--- src/rtl/imm_encoder_if.sv ---
// Valid/ready bus for the immediate encoder: request side (in_*) and result side (out_*).
// master drives requests and consumes results; slave is the encoder.
interface imm_encoder_if;
    logic        in_valid;
    logic        in_ready;
    logic [2:0]  in_extop;
    logic [31:0] in_base;
    logic [31:0] in_imm;
    logic        in_sra;

    logic        out_valid;
    logic        out_ready;
    logic [31:0] out_instr;
    logic        out_err;
    logic [1:0]  out_err_code;

    modport master (
        output in_valid, in_extop, in_base, in_imm, in_sra, out_ready,
        input  in_ready, out_valid, out_instr, out_err, out_err_code
    );

    modport slave (
        input  in_valid, in_extop, in_base, in_imm, in_sra, out_ready,
        output in_ready, out_valid, out_instr, out_err, out_err_code
    );
endinterface

--- src/rtl/imm_encoder.sv ---
// Two-stage immediate encoder: S1 range/alignment-checks the immediate, S2 scatters it
// into the format's instruction fields (or substitutes NOP_WORD on error).
module imm_encoder #(
    parameter int unsigned ERR_CNT_W = 8,
    parameter logic [31:0] NOP_WORD  = 32'h00000013
) (
    input  logic                 clk,
    input  logic                 rst_n,
    imm_encoder_if.slave         bus,
    output logic [ERR_CNT_W-1:0] err_count
);
    localparam logic [2:0] EXT_I    = 3'b000;
    localparam logic [2:0] EXT_U    = 3'b001;
    localparam logic [2:0] EXT_S    = 3'b010;
    localparam logic [2:0] EXT_B    = 3'b011;
    localparam logic [2:0] EXT_J    = 3'b100;
    localparam logic [2:0] EXT_SH   = 3'b101;
    localparam logic [2:0] EXT_ILL  = 3'b110;
    localparam logic [2:0] EXT_NONE = 3'b111;

    localparam logic [1:0] ERR_OK      = 2'b00;
    localparam logic [1:0] ERR_RANGE   = 2'b01;
    localparam logic [1:0] ERR_ALIGN   = 2'b10;
    localparam logic [1:0] ERR_ILLEGAL = 2'b11;

    logic        s1_valid;
    logic [2:0]  s1_extop;
    logic [31:0] s1_base;
    logic [31:0] s1_imm;
    logic        s1_sra;
    logic        s1_err;
    logic [1:0]  s1_code;

    logic        s2_valid;
    logic [31:0] s2_instr;
    logic        s2_err;
    logic [1:0]  s2_code;

    logic        s2_load;
    logic        accept;
    logic [1:0]  chk_code;
    logic [31:0] pack_word;

    // in_ready looks through S2 to out_ready so a full pipe can shift without a bubble
    assign s2_load      = !s2_valid || bus.out_ready;
    assign bus.in_ready = !s1_valid || s2_load;
    assign accept       = bus.in_valid && bus.in_ready;

    always_comb begin
        chk_code = ERR_OK;
        case (bus.in_extop)
            EXT_I, EXT_S: begin
                if (!((&bus.in_imm[31:11]) || !(|bus.in_imm[31:11])))
                    chk_code = ERR_RANGE;
            end
            EXT_B: begin
                if (bus.in_imm[0])
                    chk_code = ERR_ALIGN;
                else if (!((&bus.in_imm[31:12]) || !(|bus.in_imm[31:12])))
                    chk_code = ERR_RANGE;
            end
            EXT_J: begin
                if (bus.in_imm[0])
                    chk_code = ERR_ALIGN;
                else if (!((&bus.in_imm[31:20]) || !(|bus.in_imm[31:20])))
                    chk_code = ERR_RANGE;
            end
            EXT_U: begin
                if (|bus.in_imm[11:0])
                    chk_code = ERR_RANGE;
            end
            EXT_SH: begin
                if (|bus.in_imm[31:5])
                    chk_code = ERR_RANGE;
            end
            EXT_NONE: begin
                if (|bus.in_imm)
                    chk_code = ERR_RANGE;
            end
            EXT_ILL: chk_code = ERR_ILLEGAL;
            default: chk_code = ERR_ILLEGAL;
        endcase
    end

    always_ff @(posedge clk or negedge rst_n) begin
        if (!rst_n) begin
            s1_valid <= 1'b0;
            s1_extop <= '0;
            s1_base  <= '0;
            s1_imm   <= '0;
            s1_sra   <= 1'b0;
            s1_err   <= 1'b0;
            s1_code  <= ERR_OK;
        end else if (bus.in_ready) begin
            s1_valid <= bus.in_valid;
            if (accept) begin
                s1_extop <= bus.in_extop;
                s1_base  <= bus.in_base;
                s1_imm   <= bus.in_imm;
                s1_sra   <= bus.in_sra;
                s1_err   <= (chk_code != ERR_OK);
                s1_code  <= chk_code;
            end
        end
    end

    always_comb begin
        pack_word = s1_base;
        case (s1_extop)
            EXT_I:    pack_word = {s1_imm[11:0], s1_base[19:0]};
            EXT_U:    pack_word = {s1_imm[31:12], s1_base[11:0]};
            EXT_S:    pack_word = {s1_imm[11:5], s1_base[24:12], s1_imm[4:0], s1_base[6:0]};
            EXT_B:    pack_word = {s1_imm[12], s1_imm[10:5], s1_base[24:12],
                                   s1_imm[4:1], s1_imm[11], s1_base[6:0]};
            EXT_J:    pack_word = {s1_imm[20], s1_imm[10:1], s1_imm[11],
                                   s1_imm[19:12], s1_base[11:0]};
            EXT_SH:   pack_word = {1'b0, s1_sra, 5'b00000, s1_imm[4:0], s1_base[19:0]};
            EXT_NONE: pack_word = s1_base;
            default:  pack_word = s1_base;
        endcase
    end

    always_ff @(posedge clk or negedge rst_n) begin
        if (!rst_n) begin
            s2_valid <= 1'b0;
            s2_instr <= '0;
            s2_err   <= 1'b0;
            s2_code  <= ERR_OK;
        end else if (s2_load) begin
            s2_valid <= s1_valid;
            if (s1_valid) begin
                s2_instr <= s1_err ? NOP_WORD : pack_word;
                s2_err   <= s1_err;
                s2_code  <= s1_code;
            end
        end
    end

    assign bus.out_valid    = s2_valid;
    assign bus.out_instr    = s2_instr;
    assign bus.out_err      = s2_err;
    assign bus.out_err_code = s2_code;

    always_ff @(posedge clk or negedge rst_n) begin
        if (!rst_n) begin
            err_count <= '0;
        end else if (s2_valid && bus.out_ready && s2_err && (err_count != '1)) begin
            err_count <= err_count + ERR_CNT_W'(1);
        end
    end
endmodule

--- src/flat_wrapper.sv ---
// flat-port wrapper written by rule: the top's interface ports become plain ports
module imm_encoder_flat 
#(
    parameter int unsigned ERR_CNT_W = 8,
    parameter logic [31:0] NOP_WORD  = 32'h00000013
)
  (clk, rst_n, err_count, bus_in_valid, bus_in_extop, bus_in_base, bus_in_imm, bus_in_sra, bus_out_ready, bus_in_ready, bus_out_valid, bus_out_instr, bus_out_err, bus_out_err_code);
  imm_encoder_if bus_i ();
  input  logic clk;
  input  logic rst_n;
  output logic [ERR_CNT_W-1:0] err_count;
  input wire logic [$bits(bus_i.in_valid)-1:0] bus_in_valid;
  input wire logic [$bits(bus_i.in_extop)-1:0] bus_in_extop;
  input wire logic [$bits(bus_i.in_base)-1:0] bus_in_base;
  input wire logic [$bits(bus_i.in_imm)-1:0] bus_in_imm;
  input wire logic [$bits(bus_i.in_sra)-1:0] bus_in_sra;
  input wire logic [$bits(bus_i.out_ready)-1:0] bus_out_ready;
  output wire logic [$bits(bus_i.in_ready)-1:0] bus_in_ready;
  output wire logic [$bits(bus_i.out_valid)-1:0] bus_out_valid;
  output wire logic [$bits(bus_i.out_instr)-1:0] bus_out_instr;
  output wire logic [$bits(bus_i.out_err)-1:0] bus_out_err;
  output wire logic [$bits(bus_i.out_err_code)-1:0] bus_out_err_code;
  assign bus_i.in_valid = bus_in_valid;
  assign bus_i.in_extop = bus_in_extop;
  assign bus_i.in_base = bus_in_base;
  assign bus_i.in_imm = bus_in_imm;
  assign bus_i.in_sra = bus_in_sra;
  assign bus_i.out_ready = bus_out_ready;
  assign bus_in_ready = bus_i.in_ready;
  assign bus_out_valid = bus_i.out_valid;
  assign bus_out_instr = bus_i.out_instr;
  assign bus_out_err = bus_i.out_err;
  assign bus_out_err_code = bus_i.out_err_code;
  imm_encoder #(.ERR_CNT_W(ERR_CNT_W), .NOP_WORD(NOP_WORD)) u_core (.clk(clk), .rst_n(rst_n), .bus(bus_i), .err_count(err_count));
endmodule
--- config.mk ---
export PLATFORM = sky130hd
export DESIGN_NAME = imm_encoder_flat
export DESIGN_NICKNAME = d
export VERILOG_FILES = /design/src/rtl/imm_encoder_if.sv /design/src/rtl/imm_encoder.sv /design/src/flat_wrapper.sv
export SDC_FILE = /design/constraint.sdc
export NUM_CORES = 1
export LEC_CHECK = 0
export ABC_AREA = 1
export ABC_CLOCK_PERIOD_IN_PS = 3700
export BUFFER_PORTS_ARGS = -buffer_cell sky130_fd_sc_hd__buf_2
export CAP_MARGIN = 40
export CORE_MARGIN = 2
export CORE_UTILIZATION = 58
export CTS_CLUSTER_SIZE = 16
export DETAILED_ROUTE_END_ITERATION = 8
export GPL_TIMING_DRIVEN = 0
export PLACE_DENSITY_LB_ADDON = 0.08
export REMOVE_ABC_BUFFERS = 1
export SYNTH_ARGS = -nofsm -noshare
export SYNTH_HDL_FRONTEND = slang
export SYNTH_SLANG_ARGS = --single-unit
--- constraint.sdc ---
create_clock -name clk -period 3.7 [get_ports clk]
set_input_delay 0.185 -clock clk [delete_from_list [all_inputs] [get_ports clk]]
set_output_delay 0.185 -clock clk [all_outputs]
set_load 0.02 [all_outputs]
## Word-level counts from Yosys, hierarchy flattened

Index checks and enable logic that the tools add are counted.

| storage, ports and cells | value |
|---|---|
| bits in writable memories | 0 |
| bits in registers | 116 |
| bits in latches | 0 |
| bits in read-only memories | 0 |
| word-level logic and storage cells | 66 |
| output and inout bits | 45 |
| input bits | 72 |
| memories | 0 |

| operators by class | value |
|---|---|
| magnitude comparators | 0 |
| muxes and demuxes | 11 |
| shift operators | 0 |
| divide/modulo/power cells | 0 |
| reduce and logical (&&, ||, !) cells | 29 |
| add/subtract/negate cells | 1 |
| equality and inequality tests | 13 |
| $mul | 0 |
| bitwise logic cells | 0 |

Operators by type and width:

| cell | count |
|---|---|
| 32-bit case mux with 6 select lines | 1 |
| 32-bit 2-to-1 mux | 1 |
| 32-bit OR reduction | 1 |
| 27-bit OR reduction | 1 |
| 12-bit OR reduction | 2 |
| 21-bit AND reduction | 1 |
| 21-bit OR reduction | 1 |
| 20-bit AND reduction | 1 |
| 20-bit OR reduction | 1 |
| 3-bit equality test, second input constant | 6 |
| 2-bit case mux with 7 select lines | 1 |
| 3-bit by 2-bit equality test with 1-bit output, second input constant | 4 |
| 12-bit AND reduction | 1 |
| 8-bit by 1-bit adder with 8-bit output, second input constant | 1 |
| 8-bit != test, second input constant | 1 |
| 3-bit by 1-bit equality test with 1-bit output, second input constant | 2 |
| 3-bit logical NOT | 2 |
| 1-bit 2-to-1 mux | 6 |
| 1-bit logical NOT | 5 |
| 1-bit logical OR | 5 |
| 1-bit logical AND | 4 |
| 2-bit 2-to-1 mux | 2 |
| 2-bit AND reduction | 2 |
| 2-bit nonzero test | 1 |
| 2-bit OR reduction | 1 |

## Logic depth before layout (Yosys ltp)

| depth | value |
|---|---|
| depth in word-level cells | 7 |
| depth in mapped cells | 11 |
| gate-level depth less buffers | 11 |

## Worst setup path after synthesis

OpenSTA, ideal clock, no wires.

| timing path | value |
|---|---|
| path kind | register -> register |
| from | reg u_core.s2_valid (netlist: u_core.bus.out_valid) |
| to | reg u_core.s1_imm[21] |
| setup slack | 2147 ps |
| stages on the path, launching flop included | 8 |
| data required time | 3574 ps |
| setup time | 126 ps |
| arrival time | 1427 ps |
| period minus slack after synthesis | 1553 ps |
| path buffers | 2 |
| cell sequence | dfrtp_1 -> nand3_1 -> nand2_1 -> inv_1 -> buf_2 -> buf_2 -> nand2_1 -> o21ai_0 |

| between the ends | value |
|---|---|
| word-level cells in the longest chain between the ends | 5 |

Ends and longest elaborated chain:

| element | RTL line | RTL |
|---|---|---|
| start, declared | imm_encoder.sv:34 | `logic s2_valid;` |
| start signal, assigned | imm_encoder.sv:130 | `s2_valid <= s1_valid;` |
| 1-bit logical NOT * | imm_encoder.sv:45 | `assign s2_load = !s2_valid \|\| bus.out_ready;` |
| 1-bit logical OR * | imm_encoder.sv:45 |  |
| 1-bit logical OR * | imm_encoder.sv:46 | `assign bus.in_ready = !s1_valid \|\| s2_load;` |
| via bus_in_ready | flat_wrapper.sv:18 | `output wire logic [$bits(bus_i.in_ready)-1:0] bus_in_ready;` |
| 1-bit logical AND | imm_encoder.sv:47 | `assign accept = bus.in_valid && bus.in_ready;` |
| 2-bit AND reduction (no line) * | -- |  |
| end signal, assigned | imm_encoder.sv:99 | `s1_imm <= bus.in_imm;` |
| end, declared | imm_encoder.sv:29 | `logic [31:0] s1_imm;` |

The timed path passes the listed nets; every way through them passes the cells marked *.
A chain may end at the register's enable or synchronous reset.

## Worst setup path in the final report

| timing path | value |
|---|---|
| from | reg u_core.s2_valid (netlist: u_core.bus.out_valid) |
| to | reg u_core.s1_err |

| between the ends | value |
|---|---|
| word-level cells in the longest chain between the ends | 5 |

Ends and longest elaborated chain:

| element | RTL line | RTL |
|---|---|---|
| 1-bit logical NOT * | imm_encoder.sv:45 |  |
| 1-bit logical OR * | imm_encoder.sv:45 |  |
| 1-bit logical OR * | imm_encoder.sv:46 |  |
| 1-bit logical AND | imm_encoder.sv:47 |  |
| 2-bit AND reduction (no line) * | -- |  |
| end signal, assigned | imm_encoder.sv:101 | `s1_err <= (chk_code != ERR_OK);` |
| end, declared | imm_encoder.sv:31 | `logic s1_err;` |

Mark *: on every way between the ends. The rest lies on a longest branch, timed or not.

==> impl_metrics.tcl <==
set metrics [dict create \
    status "finished, final reports clean" \
    rr_worst_depth 7 \
    ys_seq_area_frac 0.555 \
    peakVddDrop_mv 0.331 \
    crit_type "reg -> reg" \
    die_w_um 98.9 \
    routabilityCongestion 0.901 \
    die_area_um2 9790 \
    r2r-start "u_core.bus.out_valid$_DFFE_PN0P_" \
    num_antenna_cells 0 \
    die_h_um 98.9 \
    initial_core_util 0.600 \
    cts_htree_levels 4 \
    clockBufferDepth 2 \
    fin_util 0.811 \
    p_per_area_nw_per_um2 607 \
    drt_iter0_markers 383 \
    post_cts.repair.setup_buffers 0 \
    clock-root-buffer "clkbuf_8" \
    worst_pin_slew_ns 0.888 \
    synthCells 626 \
    ant_nets 0 \
    regToRegSetupSlack_ns 1.16 \
    met1_usage 0.410 \
    max_slew_margin 0.406 \
    num_rows 34 \
    top_usage_layer "met2" \
    route.detailed.drc 0 \
    timing.final.ws_setup_ns 1.16 \
    clock-sinks 116 \
    layout.cells.non_filler 924 \
    clk_pin_slew_ns 0.06 \
    end_kind "flop" \
    drive_gt1_frac 0.202 \
    whs_path_depth 3 \
    leakage_nw 3.63 \
    port_buffers 116 \
    cts_made_buffers 17 \
    yosysWarnings 0 \
    cts_hold_buf 64 \
    cts_tree "yes" \
    syn_area_um2 5230 \
    hold_class "in -> reg" \
    critical_path_arrival_ns 2.93 \
    hold_viol 0 \
    nFillCells 537 \
    ios 117 \
    fmax_mhz 393 \
    cp_data_required_time_ns 4.09 \
    viasPerCell 5.41 \
    met3_usage 0.0645 \
    route.vias.total 5001 \
    dp_hpwl_mm 8.81 \
    worstHoldStart "bus_in_imm[27]" \
    nNetsFinal 876 \
    cts_resized 0 \
    grt_max_degree 68 \
    synth_cell_types 37 \
    drv_cap 0 \
    min_period_ns 2.54 \
    grt_pass1_wl_mm 24.1 \
    regToRegEndpoint "u_core.s1_err$_DFFE_PN0P_" \
    wirelength_mm 14.5 \
    pre_cts_ws_ns 1.20 \
    setup-violations-final 0 \
    cp-start-kind "flop" \
    critPathMaxFanout 43 \
    antenna_found_initial 0 \
    whs_ns 0.0338 \
    synth_seq_cells 116 \
    rsz0062_at_grt "no" \
    grtUsageTotal 0.313 \
    wl_per_cell_um 15.7 \
    maxSlewViolCount 0 \
    dr.pass1.iters 5 \
    coreArea_um2 8720 \
    clock_skew_ns 0.00963 \
    use_met2 0.516 \
    overflow 0 \
    insertion_delay_ns 0.51 \
    dp_cells 828 \
    synth.avg_cell_area_um2 8.35 \
    fin_crit_sh 0.688 \
    hold_end "u_core.s1_imm[27]$_DFFE_PN0P_" \
    syn2layout_area_growth_pct 35.3 \
    grt_pass1_vias 5043 \
]
[kinds of logic (layout without fill, tap and decap cells)]
kind of cell	after synthesis	in the layout	synth area share
buffers and inverters	67	257	0.0603
flip-flops	116	116	0.555
AO/OA/AOI/OAI	95	95	0.109
XOR/XNOR	6	6	0.0101
AND/OR/NAND/NOR	340	340	0.261
multiplexers	1	1	0.00215
adder cells (fa/ha/maj)	1	1	0.00239
[layer usage]
layer	vias up	share of wire	wire length, µm
met5	-	0	0
li1	2359	-	-
met4	0	0.025	355
met2	238	0.49	7120
met3	37	0.073	1060
met1	2367	0.41	5950
[power breakdown]
| part | switching [mW] | total, mW | leakage (nW) | internal (mW) |
|---|---|---|---|---|
| Combinational | 0.637 | 1.01 | 1.92 | 0.369 |
| Clock | 0.563 | 1.57 | 0.274 | 1.01 |
| Sequential | 0.190 | 1.72 | 1.44 | 1.53 |
| Total | 1.39 | 4.29 | 3.63 | 2.90 |
[critical path, stage by stage, from the launching register on]
cell,delay [ns]
dfrtp_1,0.38
nand3_1,0.15
nand2_2,0.67
inv_2,0.49
buf_12,0.30
nand2_1,0.10
a21boi_0,0.18
nand3_1,0.10
[per-stage QoR]
| stage | total power [mW] | setup TNS (ns) | instance area (µm²) |
|---|---|---|---|
| floorplan | 2.28 | 0 | 5080 |
| global placement | 2.62 | -58.60 | 5790 |
| detailed placement | 2.66 | 0 | 5860 |
| CTS | 4.29 | 0 | 7070 |
| global route | 4.49 | 0 | 7070 |
| finish | 4.29 | 0 | 7070 |
[area by class of cell]
class | count | area, µm² | share of cell area
Sequential cell | 116 | 2900 | 0.410
Tap cell | 108 | 135 | 0.0191
Timing Repair Buffer | 183 | 1290 | 0.183
Clock inverter | 9 | 103 | 0.0145
Clock buffer | 23 | 467 | 0.0660
Multi-Input combinational cell | 443 | 2010 | 0.285
Inverter | 42 | 163 | 0.0230
[worst max path at each step]
stage / from / end / slack (ns) / depth (start not counted)
floorplan: u_core.bus.out_valid$_DFFE_PN0P_ / u_core.s1_err$_DFFE_PN0P_ / 0.02 / 6
global placement: u_core.bus.out_valid$_DFFE_PN0P_ / u_core.s1_err$_DFFE_PN0P_ / -1.35 / 6
detailed placement: u_core.bus.out_valid$_DFFE_PN0P_ / u_core.s1_err$_DFFE_PN0P_ / 1.20 / 7
CTS: u_core.bus.out_valid$_DFFE_PN0P_ / u_core.s1_err$_DFFE_PN0P_ / 1.19 / 7
global route: u_core.bus.out_valid$_DFFE_PN0P_ / u_core.s1_err$_DFFE_PN0P_ / 0.99 / 7
finish: u_core.bus.out_valid$_DFFE_PN0P_ / u_core.s1_err$_DFFE_PN0P_ / 1.16 / 7
[flip-flops by register name, summed over array words and instances (netlist names)]
register,count
u_core.bus.out_err,1
u_core.s1_extop,3
u_core.s1_code,2
u_core.bus.out_err_code,2
u_core.err_count,8
u_core.s1_sra,1
u_core.bus.out_instr,32
u_core.s1_base,32
u_core.s1_valid,1
u_core.bus.out_valid,1
u_core.s1_err,1
u_core.s1_imm,32
[synth_stat cells]
cell type,number,area share
o21ai_1,8,0.0077
nand2_1,247,0.18
o31ai_2,1,0.0024
nor2_4,3,0.0065
o21ai_2,2,0.0034
o211ai_1,4,0.0057
nor3_1,3,0.0029
nand2_2,1,0.0012
nor3_4,1,0.0031
inv_1,37,0.027
xnor2_1,5,0.0084
a211oi_1,1,0.0014
buf_6,4,0.0086
ha_1,1,0.0024
mux2_2,1,0.0022
o2111ai_1,1,0.0017
dfrtp_1,116,0.56
inv_6,1,0.0017
clkbuf_1,7,0.0050
buf_2,12,0.011
a21oi_1,9,0.0086
a31oi_1,1,0.0012
xor2_1,1,0.0017
a21boi_0,1,0.0014
o31ai_1,6,0.0086
inv_2,4,0.0029
nor2_1,59,0.042
clkbuf_8,1,0.0026
a221oi_1,4,0.0067
nand4_1,5,0.0060
nand3_1,20,0.019
buf_4,1,0.0014
nand2_4,1,0.0022
o22a_1,3,0.0050
a32o_1,1,0.0019
o21ai_0,49,0.047
a22o_1,4,0.0067
[layout by cell type (no fill, tap or decap), types with 9 or more instances in the layout]
cell,count
nand2_1,246
dfrtp_1,116
buf_2,115
dlygate4sd3_1,64
nor2_1,59
o21ai_0,49
inv_1,36
nand3_1,20
clkbuf_16,16
a21oi_1,9
Note: power is estimated with default switching activity, not from simulation.
